[config.mk]
export PLATFORM = sky130hd
export DESIGN_NAME = exception_unit_flat
export DESIGN_NICKNAME = d
export VERILOG_FILES = /design/src/rtl/exception_unit_pkg.sv /design/src/rtl/exception_unit_if.sv /design/src/rtl/exception_unit_irq_sync.sv /design/src/rtl/exception_unit.sv /design/src/flat_wrapper.sv
export SDC_FILE = /design/constraint.sdc
export NUM_CORES = 1
export LEC_CHECK = 0
export BUFFER_PORTS_ARGS = -buffer_cell sky130_fd_sc_hd__buf_2
export CAP_MARGIN = 25
export CORE_ASPECT_RATIO = 0.8
export CORE_MARGIN = 2
export CORE_UTILIZATION = 46
export DETAILED_ROUTE_END_ITERATION = 16
export PLACE_DENSITY = 0.86
export SYNTH_ARGS = -nofsm -noshare
export SYNTH_HDL_FRONTEND = slang
export SYNTH_SLANG_ARGS = --single-unit
[constraint.sdc]
create_clock -name clk -period 2 [get_ports clk]
set_clock_uncertainty 0.05 [all_clocks]
set_input_delay 0.2 -clock clk [delete_from_list [all_inputs] [get_ports clk]]
set_output_delay 0.2 -clock clk [all_outputs]
set_load 0.02 [all_outputs]
[src/rtl/exception_unit_pkg.sv]
// Shared types and encodings for the exception unit: FSM states, PC-source selects, cause codes.
package exc_pkg;

    typedef enum logic {
        IDLE    = 1'b0,
        HANDLER = 1'b1
    } exc_state_t;

    localparam logic [1:0] PCSEL_SEQ = 2'b00;
    localparam logic [1:0] PCSEL_VEC = 2'b01;
    localparam logic [1:0] PCSEL_ELR = 2'b10;

    localparam logic [3:0] EXC_NONE   = 4'b0000;
    localparam logic [3:0] EXC_EXTIRQ = 4'b0001;
    localparam logic [3:0] EXC_BADOP  = 4'b0010;

endpackage

[src/rtl/exception_unit_if.sv]
// Controller/datapath-facing bundle of the exception unit. exc_count exists only with EXC_CNT_EN.
interface exception_unit_if #(
    parameter int N = 64
);
    logic         ExtIRQ;
    logic         Exc;
    logic         ERet;
    logic [3:0]   EStatus;
    logic [N-1:0] PC;
    logic         irq_req;
    logic         ExcAck;
    logic         ExtIAck;
    logic [1:0]   pc_sel;
    logic [N-1:0] vec_addr;
    logic [N-1:0] ELR;
    logic [3:0]   ESR;
    logic         dbl_fault;
`ifdef EXC_CNT_EN
    logic [15:0]  exc_count;
`endif

    modport master (
        output ExtIRQ, Exc, ERet, EStatus, PC,
        input  irq_req, ExcAck, ExtIAck, pc_sel, vec_addr, ELR, ESR, dbl_fault
`ifdef EXC_CNT_EN
        , input exc_count
`endif
    );

    modport slave (
        input  ExtIRQ, Exc, ERet, EStatus, PC,
        output irq_req, ExcAck, ExtIAck, pc_sel, vec_addr, ELR, ESR, dbl_fault
`ifdef EXC_CNT_EN
        , output exc_count
`endif
    );

endinterface

[src/rtl/exception_unit_irq_sync.sv]
// External interrupt synchroniser plus "already taken" tracking so a held level is serviced once.
module irq_sync #(
    parameter int SYNC_STAGES = 2
) (
    input  logic clk,
    input  logic reset,
    input  logic ext_irq,
    input  logic take,
    output logic irq_sync,
    output logic irq_seen
);

    logic [SYNC_STAGES-1:0] chain;

    // A taken interrupt stays masked until the synchronised level has dropped.
    always_ff @(posedge clk) begin
        if (!reset) begin
            chain    <= '0;
            irq_seen <= 1'b0;
        end else begin
            chain <= {chain[SYNC_STAGES-2:0], ext_irq};
            if (take)
                irq_seen <= 1'b1;
            else if (!chain[SYNC_STAGES-1])
                irq_seen <= 1'b0;
        end
    end

    assign irq_sync = chain[SYNC_STAGES-1];

endmodule

[src/rtl/exception_unit.sv]
// Exception/interrupt unit: holds ELR/ESR, runs ExcAck/ExtIAck and selects the next PC source.
// Optional accepted-exception counter is built when EXC_CNT_EN is defined.
module exception_unit
    import exc_pkg::*;
#(
    parameter int             N           = 64,
    parameter logic [N-1:0]   VEC_ADDR    = N'(8'hD8),
    parameter int             SYNC_STAGES = 2
) (
    input  logic            clk,
    input  logic            reset,
    exception_unit_if.slave bus
);

    exc_state_t   state, state_nxt;
    logic         exc_ack;
    logic [1:0]   pc_sel;
    logic         take_irq;
    logic         irq_sync_q;
    logic         irq_seen_q;
    logic [N-1:0] elr_q;
    logic [3:0]   esr_q;
    logic         ext_iack_q;
    logic         dbl_fault_q;

    irq_sync #(.SYNC_STAGES(SYNC_STAGES)) u_irq_sync (
        .clk      (clk),
        .reset    (reset),
        .ext_irq  (bus.ExtIRQ),
        .take     (take_irq),
        .irq_sync (irq_sync_q),
        .irq_seen (irq_seen_q)
    );

    always_ff @(posedge clk) begin
        if (!reset)
            state <= IDLE;
        else
            state <= state_nxt;
    end

    // Exc has priority in IDLE; ERet has priority in HANDLER.
    always_comb begin
        state_nxt = state;
        exc_ack   = 1'b0;
        pc_sel    = PCSEL_SEQ;
        case (state)
            IDLE: begin
                if (bus.Exc) begin
                    exc_ack   = 1'b1;
                    pc_sel    = PCSEL_VEC;
                    state_nxt = HANDLER;
                end
            end
            HANDLER: begin
                if (bus.ERet) begin
                    pc_sel    = PCSEL_ELR;
                    state_nxt = IDLE;
                end
            end
            default: state_nxt = IDLE;
        endcase
    end

    assign take_irq = exc_ack && (bus.EStatus == EXC_EXTIRQ);

    always_ff @(posedge clk) begin
        if (!reset) begin
            elr_q       <= '0;
            esr_q       <= EXC_NONE;
            ext_iack_q  <= 1'b0;
            dbl_fault_q <= 1'b0;
        end else begin
            if (exc_ack) begin
                elr_q <= bus.PC;
                esr_q <= bus.EStatus;
            end
            ext_iack_q <= take_irq;
            if (state == HANDLER && bus.Exc)
                dbl_fault_q <= 1'b1;
        end
    end

`ifdef EXC_CNT_EN
    logic [15:0] exc_count_q;

    always_ff @(posedge clk) begin
        if (!reset)
            exc_count_q <= '0;
        else if (exc_ack && exc_count_q != 16'hFFFF)
            exc_count_q <= exc_count_q + 16'd1;
    end

    assign bus.exc_count = exc_count_q;
`endif

    assign bus.irq_req   = irq_sync_q && !irq_seen_q && (state == IDLE);
    assign bus.ExcAck    = exc_ack;
    assign bus.ExtIAck   = ext_iack_q;
    assign bus.pc_sel    = pc_sel;
    assign bus.vec_addr  = VEC_ADDR;
    assign bus.ELR       = elr_q;
    assign bus.ESR       = esr_q;
    assign bus.dbl_fault = dbl_fault_q;

endmodule
[src/flat_wrapper.sv]
// flat-port wrapper written by rule: the top's interface ports become plain ports
module exception_unit_flat import exc_pkg::*;
#(
    parameter int             N           = 64,
    parameter logic [N-1:0]   VEC_ADDR    = N'(8'hD8),
    parameter int             SYNC_STAGES = 2
)
  (clk, reset, bus_ExtIRQ, bus_Exc, bus_ERet, bus_EStatus, bus_PC, bus_irq_req, bus_ExcAck, bus_ExtIAck, bus_pc_sel, bus_vec_addr, bus_ELR, bus_ESR, bus_dbl_fault);
  exception_unit_if #(.N(N)) bus_i ();
  input  logic clk;
  input  logic reset;
  input wire logic [$bits(bus_i.ExtIRQ)-1:0] bus_ExtIRQ;
  input wire logic [$bits(bus_i.Exc)-1:0] bus_Exc;
  input wire logic [$bits(bus_i.ERet)-1:0] bus_ERet;
  input wire logic [$bits(bus_i.EStatus)-1:0] bus_EStatus;
  input wire logic [$bits(bus_i.PC)-1:0] bus_PC;
  output wire logic [$bits(bus_i.irq_req)-1:0] bus_irq_req;
  output wire logic [$bits(bus_i.ExcAck)-1:0] bus_ExcAck;
  output wire logic [$bits(bus_i.ExtIAck)-1:0] bus_ExtIAck;
  output wire logic [$bits(bus_i.pc_sel)-1:0] bus_pc_sel;
  output wire logic [$bits(bus_i.vec_addr)-1:0] bus_vec_addr;
  output wire logic [$bits(bus_i.ELR)-1:0] bus_ELR;
  output wire logic [$bits(bus_i.ESR)-1:0] bus_ESR;
  output wire logic [$bits(bus_i.dbl_fault)-1:0] bus_dbl_fault;
  assign bus_i.ExtIRQ = bus_ExtIRQ;
  assign bus_i.Exc = bus_Exc;
  assign bus_i.ERet = bus_ERet;
  assign bus_i.EStatus = bus_EStatus;
  assign bus_i.PC = bus_PC;
  assign bus_irq_req = bus_i.irq_req;
  assign bus_ExcAck = bus_i.ExcAck;
  assign bus_ExtIAck = bus_i.ExtIAck;
  assign bus_pc_sel = bus_i.pc_sel;
  assign bus_vec_addr = bus_i.vec_addr;
  assign bus_ELR = bus_i.ELR;
  assign bus_ESR = bus_i.ESR;
  assign bus_dbl_fault = bus_i.dbl_fault;
  exception_unit #(.N(N), .VEC_ADDR(VEC_ADDR), .SYNC_STAGES(SYNC_STAGES)) u_core (.clk(clk), .reset(reset), .bus(bus_i));
endmodule
======== Word-level counts from Yosys, hierarchy flattened ========
Index checks and enable logic that the tools add are counted.
storage, ports and cells
  register bits ........................... 74
  input port bits ......................... 73
  output and inout bits ................... 138
  logic and storage cells ................. 24
operators by class
  equal/unequal tests ..................... 2
  muxes and demuxes ....................... 9
  bitwise gates (word level) .............. 1
  reductions and logical operators ........ 5
operator list
  operator                                               count
  two-way mux 1 bit                                      6
  equality test 4 x 1 -> 1 bit, second input constant    1
  logical AND 1 bit                                      4
  case mux 2 bit (2 select lines)                        1
  two-way mux 2 bit                                      1
  inequality test 2 x 1 -> 1 bit, second input constant  1
  case mux 1 bit (2 select lines)                        1
  zero test 1 bit                                        1
  NOT 1 bit                                              1

======== Logic depth before layout (Yosys ltp) ========
  depth in word-level cells ............... 4
  mapped depth ............................ 7
  mapped depth without buffers ............ 4

======== Cells and area by module ========
Synthesis repeated with hierarchy kept, for this count alone.
second synthesis, totals
  cells, all modules ...................... 382
  area total of the unflattened synthesis .. 3569.7 um2
modules (own cells, without submodules)
  module          times used  cells an instance  area an instance (um2)  seq. area each (um2)
  exception_unit  1           375                3485.8                  1421.4
  irq_sync        1           7                  83.8                    60.1

======== Worst setup path before layout ========
No wires, ideal clock.
  path type ............................... register to output
  start point ............................. reg u_core.state
  end point ............................... out bus_pc_sel[0]
  arrival ................................. 1.051 ns
  required time ........................... 1.750 ns
  setup slack ............................. 0.699 ns
  stages on the path, launching flop included .. 6
  buffers on the path ..................... 3
  cell sequence ........................... dfxtp_1 > nand2b_4 > buf_8 > inv_8 > buf_2 > buf_4
on the way
  cells in the longest elaborated chain, start to end .. 2
ends and longest elaborated chain
  item                                 line                  RTL
  from (decl)                          exception_unit.sv:15  exc_state_t state, state_nxt;
  from (signal assigned)               exception_unit.sv:39  state <= state_nxt;
  NOT 1 bit                            exception_unit.sv:47  case (state)
  case mux 2 bit (2 select lines) (*)  exception_unit.sv:47
  to (decl)                            flat_wrapper.sv:20    output wire logic [$bits(bus_i.pc_sel)-1:0] bus_pc_sel;
Every way passes the cells marked *; elsewhere a longest branch is shown, timed or not.

======== Worst setup path after layout ========
Same ends and word-level chain as after synthesis.

==> Implementation_results.wiki <==
{| class="wikitable"
! Metric !! Value
|-
| Antenna violations before repair || 0
|-
| Worst Setup Start Kind || register
|-
| Clock Power Share || 39.2%
|-
| Power density of the placed cells || 899 nW/um^2
|-
| Post-synth design cell area || 3320 um^2
|-
| Synthesized flop and latch total || 74
|-
| Synthesized netlist cell count || 381
|-
| Worst reg2reg path endpoint || u_core.bus.ELR[61]
|-
| First-pass GRT wire length || 10100 um
|-
| Worst path cell trace || nand2b_4 -> inv_8 -> buf_2
|-
| Number of gates given a new drive strength after cts || 0
|-
| Crit path max-delay cell type || dfxtp_1
|-
| Startpoint of the worst-slack reg-to-reg timing path || u_core.state
|-
| Mean routed wirelength per cell || 10.9 um
|-
| Initial standard-cell utilization of the core || 48.0%
|-
| Most frequent cells in the layout || buf_2, nand2_1, dfxtp_1, conb_1, a21boi_0
|-
| Diodes inserted || 0
|-
| Clock insertion delay at the later pin of the skew report || 0.33 ns
|-
| Combinational cell fraction of total power || 16.4%
|-
| Number of buffers added on ports || 146
|-
| CP Buf/Inv Count || 2
|-
| Placed Instances || 592
|-
| CTS tree || built
|-
| Total Routed Length || 6630 um
|-
| Clock buffer count from CTS || 9
|-
| Kind of cell with the highest combined delay on the critical path || buffers and inverters
|-
| NetSw || 0.000960 W
|-
| Total half-perimeter wirelength after legalization and detailed placement || 4830 um
|-
| GR Util All Layers || 15.9%
|-
| Post-synthesis average cell area || 8.72 um^2
|-
| Largest fanout on the critical path || 71
|-
| Sequential element share of the synthesized area || 44.6%
|-
| Pin count of the biggest net entering global routing || 72
|-
| Growth of design area from synthesis to finish || 20.7%
|-
| Critical path startpoint || u_core.state
|-
| Max-cap violations || 0
|-
| Type of the worst setup path || reg2out
|-
| Worst Reg2Reg Path Length in Cells || 4
|-
| Number of design-rule violations left by the first detailed-router iteration || 53
|-
| Run status || complete, no violations
|-
| Overflow left after global routing || 0
|-
| Total die area || 7920 um^2
|-
| Crit path capture type || primary output
|-
| Overall via count from detail_route || 2624
|-
| Vertical die dimension || 80.0 um
|-
| Vias/cell || 4.31
|-
| Number of top-level pins || 211
|-
| Switching fraction of total power || 26.6%
|-
| Setup slack of the worst register-to-register path || 0.62 ns
|-
| Slowest cell delay on critical path || 0.35 ns
|-
| Synthesis Warnings || 0
|-
| Final critical-path required period || 1.67 ns
|-
| Final sum of negative setup slack || 0 ns
|-
| Static leakage power || 2.00 nW
|-
| Total count of hold-check failures in the final report || 0
|-
| Final critical-path share of the clock period || 83.4%
|-
| Count of antenna-violating nets left after detailed routing || 0
|-
| Worst endpoint data arrival time || 1.42 ns
|-
| Setup Viol. Count Final || 0
|-
| Number of iterations in the first detailed-routing pass || 4
|-
| Path length in cells of the critical path || 3
|-
| Setup repair after global routing missed its margin || false
|-
| Total number of placement rows || 27
|-
| Via count of the first global-routing pass || 2272
|-
| Final max-slew violation count || 0
|-
| Clock transition at the register clock pins on the worst setup and hold paths after CTS || 0.08 ns
|-
| Final routed DRC violation total || 0
|-
| End point of the critical path || bus_pc_sel[0]
|-
| Setup fix buffers added after clock tree synthesis || 0
|-
| Fraction of power consumed by sequential logic || 44.4%
|-
| Master cell of the clock root buffer || clkbuf_8
|-
| Count of fill cells added during filler insertion || 613
|-
| Nets || 590
|-
| Required @ worst endpoint || 1.75 ns
|-
| H-tree levels || 3
|-
| Core outline area || 6930 um^2
|-
| Commonest non-fill, non-tap cell in the layout || buf_2
|-
| Clk sink count || 74
|-
| Post-CTS Hold Buffers || 1
|-
| Count of different cell masters after synthesis || 23
|-
| Clock tree buffer depth || 2
|-
| Die span in x || 99.0 um
|-
| Internal Pwr Total || 0.00265 W
|-
| HP Class || in2reg
|-
| Layout cells sized above 1 || 34.3%
|-
| Maximum clock frequency || 600 MHz
|-
| Filler-free cell count of the finished design || 609
|-
| Max IR drop VDD || 499 uV
|-
| Final RePlAce weighted congestion || 0.760
|}
==> sequential cells by signal, indices dropped and copies added, names as in the netlist <==
name and count:
u_core.u_irq_sync.chain 2, u_core.bus.ELR 64, u_core.bus.ExtIAck 1, u_core.bus.dbl_fault 1, u_core.bus.ESR 4, u_core.state 1, u_core.u_irq_sync.irq_seen 1
==> metrics by stage <==
| stage | area, um^2 | util [%] | hold WS [ns] | power [W] | setup slack (ns) |
|---|---|---|---|---|---|
| finish | 4010 | 57.9 | 0.0445 | 0.00361 | 0.332 |
| CTS | 4010 | 57.9 | 0.0178 | 0.00366 | 0.286 |
| global route | 4010 | 57.9 | 0.0234 | 0.00379 | 0.197 |
| floorplan | 3560 | - | 0.277 | 0.00217 | 0.699 |
| detailed placement | 3750 | 54.1 | 0.367 | 0.00223 | 0.638 |
| global placement | 3750 | 54.1 | 0.363 | 0.00221 | 0.712 |
==> cell usage after synthesis (all sizes together) <==
cell    number  share of area, %
conb         2              0.23
and2         3              0.56
nor2b        1              0.19
a31o         1              0.26
clkbuf       7              0.79
nand2b       1              0.41
a21oi        1              0.15
buf         81                20
and3         1              0.34
nor2         1              0.11
nor3b        1              0.23
nor4b        1              0.26
inv          1              0.34
nand2      136                15
a21boi      68                16
dfxtp       74                45
o21ai        1              0.15
==> cell families after synthesis <==
kind of cell | Yosys count | share of synthesized area [%]
flip-flops | 74 | 44.6
other | 2 | 0.226
AO/OA/AOI/OAI | 71 | 17.1
AND/OR/NAND/NOR | 145 | 17.5
buffers and inverters | 89 | 20.7
==> layout make-up <==
cell class | instances | area, um^2 | share of cell area (%)
Tap cell | 87 | 109 | 2.71
Inverter | 1 | 11.3 | 0.281
Timing Repair Buffer | 151 | 771 | 19.2
Clock inverter | 4 | 97.6 | 2.43
Multi-Input combinational cell | 280 | 1390 | 34.6
Sequential cell | 74 | 1480 | 36.9
Clock buffer | 12 | 155 | 3.87
==> power by group through the flow <==
stage / Combinational (W) / Clock, W / Sequential [W]
after global routing: 0.000646 / 0.00153 / 0.00161
after global placement: 0.000580 / 0 / 0.00163
after floorplan: 0.000428 / 0 / 0.00174
final: 0.000591 / 0.00141 / 0.00160
after detailed placement: 0.000590 / 0 / 0.00164
after CTS: 0.000592 / 0.00147 / 0.00160
==> tightest hold or removal path, cell delays in order <==
cell and delay [ns]:
buf_2 0.09, nand2_1 0.05, a21boi_1 0.05
==> worst min-delay path by stage <==
stage	startpoint	endpoint	slack [ns]	depth (start not counted)
6_report	bus_PC[53]	u_core.bus.ELR[53]	0.04	3
5_1_grt	bus_PC[49]	u_core.bus.ELR[49]	0.02	3
4_1_cts	bus_PC[53]	u_core.bus.ELR[53]	0.02	3
3_5_place_dp	bus_ExtIRQ	u_core.u_irq_sync.chain[0]	0.37	2
3_3_place_gp	bus_ExtIRQ	u_core.u_irq_sync.chain[0]	0.36	2
2_1_floorplan	bus_ExtIRQ	u_core.u_irq_sync.chain[0]	0.28	1
==> routing by layer <==
layer  GRT usage, %  share of wire (%)  up-vias
li1               -                  -     1343
met1           18.4                 41     1167
met2           27.5                 50      112
met5              0                  0        -
met4           3.70               0.24        0
met3           6.83                8.5        2
No activity file was read; power rests on OpenSTA's default activity.
